### src/rtl/ca_run_sequencer.sv
// rtl/ca_run_sequencer.sv - run controller driving the shared CA/subsequence op bus
module ca_run_sequencer #(
    parameter int unsigned WARMUP       = 128,
    parameter int unsigned N_ITERATIONS = 4096
) (
    input  logic        clk,
    input  logic        rst_n,
    input  logic        start,
    input  logic        abort,
    output logic [2:0]  op,
    output logic        busy,
    output logic        done,
    output logic [12:0] meas_count
);

    localparam logic [2:0] OP_CA_INIT      = 3'd0;
    localparam logic [2:0] OP_CA_ITERATE   = 3'd1;
    localparam logic [2:0] OP_SUBSEQ_COUNT = 3'd2;
    localparam logic [2:0] OP_SUBSEQ_INIT  = 3'd3;
    localparam logic [2:0] OP_SUBSEQ_TRACK = 3'd4;
    localparam logic [2:0] OP_NOP          = 3'd7;

    localparam logic [15:0] WARM_LAST = 16'((WARMUP == 0) ? 0 : WARMUP - 1);
    localparam logic [12:0] N_MEAS    = 13'(N_ITERATIONS);

    typedef enum logic [2:0] {
        S_IDLE, S_INIT_CA, S_INIT_SS, S_WARM, S_M_ITER, S_M_TRACK, S_M_COUNT, S_FIN
    } state_t;

    state_t      state_q, state_d;
    logic [15:0] warm_q, warm_d;
    logic [1:0]  grp_q, grp_d;
    logic [12:0] meas_q, meas_d;
    logic [2:0]  op_q, op_d;
    logic        busy_q, busy_d;
    logic        done_q, done_d;

    always_comb begin
        state_d = state_q;
        warm_d  = warm_q;
        grp_d   = grp_q;
        meas_d  = meas_q;
        case (state_q)
            S_IDLE: begin
                if (start && !abort) begin
                    state_d = S_INIT_CA;
                    meas_d  = 13'd0;
                    grp_d   = 2'd0;
                end
            end
            S_INIT_CA: state_d = S_INIT_SS;
            S_INIT_SS: begin
                warm_d  = 16'd0;
                state_d = (WARMUP == 0) ? S_M_ITER : S_WARM;
            end
            S_WARM: begin
                warm_d = warm_q + 16'd1;
                if (warm_q == WARM_LAST) begin
                    state_d = S_M_ITER;
                end
            end
            S_M_ITER: state_d = S_M_TRACK;
            S_M_TRACK: begin
                // The TRACK is already on the bus this cycle, so it counts even if aborted.
                grp_d   = grp_q + 2'd1;
                meas_d  = meas_q + 13'd1;
                state_d = (grp_q == 2'd3) ? S_M_COUNT : S_M_ITER;
            end
            S_M_COUNT: state_d = (meas_q < N_MEAS) ? S_M_ITER : S_FIN;
            S_FIN:     state_d = S_IDLE;
            default:   state_d = S_IDLE;
        endcase
        if (abort && (state_q != S_IDLE) && (state_q != S_FIN)) begin
            state_d = S_IDLE;
        end
    end

    // Outputs are decoded from the next state so they leave flops aligned with the state.
    always_comb begin
        op_d   = OP_NOP;
        busy_d = 1'b0;
        done_d = 1'b0;
        case (state_d)
            S_INIT_CA: begin op_d = OP_CA_INIT;      busy_d = 1'b1; end
            S_INIT_SS: begin op_d = OP_SUBSEQ_INIT;  busy_d = 1'b1; end
            S_WARM:    begin op_d = OP_CA_ITERATE;   busy_d = 1'b1; end
            S_M_ITER:  begin op_d = OP_CA_ITERATE;   busy_d = 1'b1; end
            S_M_TRACK: begin op_d = OP_SUBSEQ_TRACK; busy_d = 1'b1; end
            S_M_COUNT: begin op_d = OP_SUBSEQ_COUNT; busy_d = 1'b1; end
            S_FIN:     done_d = 1'b1;
            default:   op_d = OP_NOP;
        endcase
    end

    always_ff @(posedge clk) begin
        if (!rst_n) begin
            state_q <= S_IDLE;
            warm_q  <= 16'd0;
            grp_q   <= 2'd0;
            meas_q  <= 13'd0;
            op_q    <= OP_NOP;
            busy_q  <= 1'b0;
            done_q  <= 1'b0;
        end else begin
            state_q <= state_d;
            warm_q  <= warm_d;
            grp_q   <= grp_d;
            meas_q  <= meas_d;
            op_q    <= op_d;
            busy_q  <= busy_d;
            done_q  <= done_d;
        end
    end

    assign op         = op_q;
    assign busy       = busy_q;
    assign done       = done_q;
    assign meas_count = meas_q;

endmodule

### config.mk
export PLATFORM = sky130hd
export DESIGN_NAME = ca_run_sequencer
export DESIGN_NICKNAME = d
export VERILOG_FILES = /design/src/rtl/ca_run_sequencer.sv
export SDC_FILE = /design/constraint.sdc
export NUM_CORES = 1
export LEC_CHECK = 0
export CELL_PAD_IN_SITES_DETAIL_PLACEMENT = 1
export CELL_PAD_IN_SITES_GLOBAL_PLACEMENT = 1
export CORE_AREA = 2 2 56 98
export CTS_BUF_LIST = sky130_fd_sc_hd__clkbuf_8
export CTS_CLUSTER_SIZE = 28
export DETAILED_ROUTE_END_ITERATION = 10
export DIE_AREA = 0 0 58 100
export PLACE_DENSITY = 0.85
export SLEW_MARGIN = 20
export SYNTH_ARGS = -nofsm -noshare
export SYNTH_HDL_FRONTEND = slang
export SYNTH_SLANG_ARGS = --single-unit
### constraint.sdc
create_clock -name clk -period 2.2 [get_ports clk]
set_input_delay 0.22 -clock clk [delete_from_list [all_inputs] [get_ports clk]]
set_output_delay 0.22 -clock clk [all_outputs]
set_load 0.005 [all_outputs]
==> flow_summary.yaml <==
job:
  drv_cap: 0
worst_setup_path:
  cp-end-kind: "flip-flop"
  slowest_stage: "dfxtp_1"
  cpPeakStageDelay_ps: 640
  cp_num_buf_inv: 0
  reg2reg_from: "state_q[1]"
  crit_type: "flip-flop to flip-flop"
  critPathRequiredTime_ps: 2450
  path_cells: "nor2b_1 -> and2_1 -> nand2_1 -> nor3_1 -> o21a_1"
  rr_endpoint: "warm_q[9]"
  cp-start-kind: "flip-flop"
  cp_max_fo: 16
  worst-r2r-cell-count: 5
  reg2reg_slack_ps: 360
  cp_top_family: "simple AND/OR/NAND/NOR gates"
  startpoint: "state_q[1]"
  arrival_ps: 2090
yosys:
  ys_seq_elements: 39
  ys.flop_type: "dfxtp_1"
  netlist_top_cells_count: "39 x dfxtp_1, 35 x nand2_1, 23 x o21ai_0"
  yosysTopAreaCell: "dfxtp_1"
  synth_warnings: 0
  syn_area_per_cell_sq_um: 8.011
  ys_seq_area_share_pct: 37.34
  synth-async-reset-ratio_pct: 0
  synth.most_common_cell: "dfxtp_1"
  synth-edff-count: 0
  yosysTopAreaCellShare_pct: 37.34
  synth_area_leaders: "dfxtp_1 37%, nand2_1 6.3%, o21ai_0 5.5%"
  synth_cell_types: 46
  syn-num-nets: 268
  synth_area_sq_um: 2091
  syn_inst: 261
layout:
  n_antenna_cell: 0
  design_area_sq_um: 2496
  nNetsFinal: 294
  fillers: 620
  area_growth_pct: 19.39
  drive_gt1_share_pct: 9.028
placed_design:
  routabilityCongestion: 0.7546
  place_area_sq_um: 2396
  port-buffer-count: 21
  dp_hpwl_mm: 4.489
timing:
  slew_headroom_pct: 66.10
  fmax_mhz: 543.4
  setup_violations: 0
  tightest_slew_ps: 507.8
  rsz0062_at_grt: "false"
  setup_tns_ps: 0
  final.period_utilization_pct: 83.65
  post-route-min-period_ps: 1840
  final_hold_viol_count: 0
  clock_skew_ps: 3.283
  slew_violations: 0
route:
  via_per_inst: 5.933
  ant_nets: 0
  drt_wl_total_mm: 5.865
  avgRoutedWirePerCell_um: 17.10
  route.vias.total: 2035
  drt-initial-drc-count: 21
  firstDrtPassIters: 4
  drc: 0
min_path:
  hold_path.class: "flip-flop to flip-flop"
  hold_path_end: "meas_count[5]"
  whs_path_depth: 1
  min_from: "meas_count[5]"
clock_tree:
  cts-root-buf: "clkbuf_8"
  clk_latency_ps: 300
  clk_pin_slew_ps: 80
  cts_tree: "yes"
  htree_levels: 2
  ctsHoldBuffers: 0
  cts_resized: 0
  clock_sinks: 39
  cts_buffers: 5
  cts_setup_buffers: 0
  clockBufferDepth: 2
global_route:
  gr-usage-all-layers_pct: 21.69
  antenna_found_initial: 0
  first_global_vias: 2058
  grt_start_max_net_pins: 22
  grt_overflow: 0
  grt_pass1_wl_mm: 9.708
floorplan:
  die_x_um: 58
  coreArea_sq_um: 5080
  ioPinCount: 22
  dieArea_sq_um: 5800
  initial_core_util_pct: 41.16
  die_h_um: 100
  row_count: 35
outcome:
  status: "finished, final reports clean"
power_and_ir_drop:
  power_density_nw_per_um2: 547.7
  ir_worst_vdd_uv: 400.9
  p_leak_uw: 0.0009525
## routing by layer
layer / global-route usage, % / part of all wire [%] / vias to the layer above
li1: - / - / 991
met2: 43.01 / 60 / 21
met5: 0 / 0 / -
met3: 2.964 / 1.8 / 10
met1: 21.09 / 36 / 1013
met4: 9.481 / 2.5 / 0
## cells by family (layout without fill, tap and decap cells)
| kind of cell | Yosys count | count (layout) | synth area share, % |
|---|---|---|---|
| compound gates | 71 | 71 | 22.20 |
| fa+ha+maj | 3 | 3 | 1.796 |
| buf+inv | 18 | 45 | 3.411 |
| flops | 39 | 39 | 37.34 |
| mux | 4 | 4 | 1.915 |
| simple gates | 126 | 126 | 33.33 |
## power by group
| part | total, uW | leakage (uW) | internal [uW] | switching [uW] |
|---|---|---|---|---|
| Sequential | 721 | 0.000315 | 713 | 7.95 |
| Combinational | 101 | 0.000582 | 47.0 | 53.9 |
| Clock | 545 | 0.0000557 | 282 | 263 |
## layout make-up
cell class                 count  area, sq um  area share [%]
clock buffer                   7        96.34           3.860
sequential                    39        780.7           31.28
clock inverter                 1        3.754          0.1504
inverter                       6        22.52          0.9023
timing repair buffer          31        285.3           11.43
tap                           55        68.82           2.757
multi-input combinational    204         1239           49.62
## cell usage in the layout (no fill, tap or decap), types with 2 or more instances in the layout
cell / count
nand2_1: 35
nand2b_1: 3
inv_1: 7
a21boi_0: 5
mux2i_1: 4
nor2b_1: 12
nor4_1: 2
nand3b_1: 3
o21ai_0: 23
nand4_1: 5
and2_1: 9
buf_4: 10
nor2_1: 10
o21a_1: 5
a21o_1: 4
nor3_1: 11
o211a_1: 5
a22oi_1: 2
o211ai_1: 2
clkdlybuf4s50_1: 21
and3b_1: 2
or3_1: 2
o31ai_1: 2
ha_1: 3
dfxtp_1: 39
a21oi_1: 13
clkbuf_8: 7
and3_1: 5
a31oi_1: 3
nand3_1: 17
## registers in the layout, indices dropped and copies added, names as in the netlist
register / flops
warm_q: 16
op: 3
busy: 1
meas_count: 13
grp_q: 2
done: 1
state_q: 3
## worst max-delay path by stage
stage | endpoint | depth (start not counted)
global route | warm_q[9] | 5
detailed placement | meas_count[3] | 6
global placement | meas_count[4] | 6
finish | warm_q[9] | 5
floorplan | done | 5
CTS | done | 5
## through the flow
| step | utilization [%] | cells | power (uW) | worst slack, ps | hold slack, ps |
|---|---|---|---|---|---|
| 3_5_place_dp | 47.17 | 335 | 838.8 | 178.3 | 489.0 |
| 5_1_grt | 49.14 | 343 | 1411 | 210.2 | 527.3 |
| 3_3_place_gp | 47.17 | 335 | 836.6 | 241.5 | 470.8 |
| 4_1_cts | 49.14 | 343 | 1380 | 371.9 | 506.5 |
| 2_1_floorplan | - | 261 | 794.8 | 553.4 | 405.0 |
| 6_report | 49.14 | 343 | 1367 | 359.8 | 506.7 |
Power figures use the tool's default switching activity.
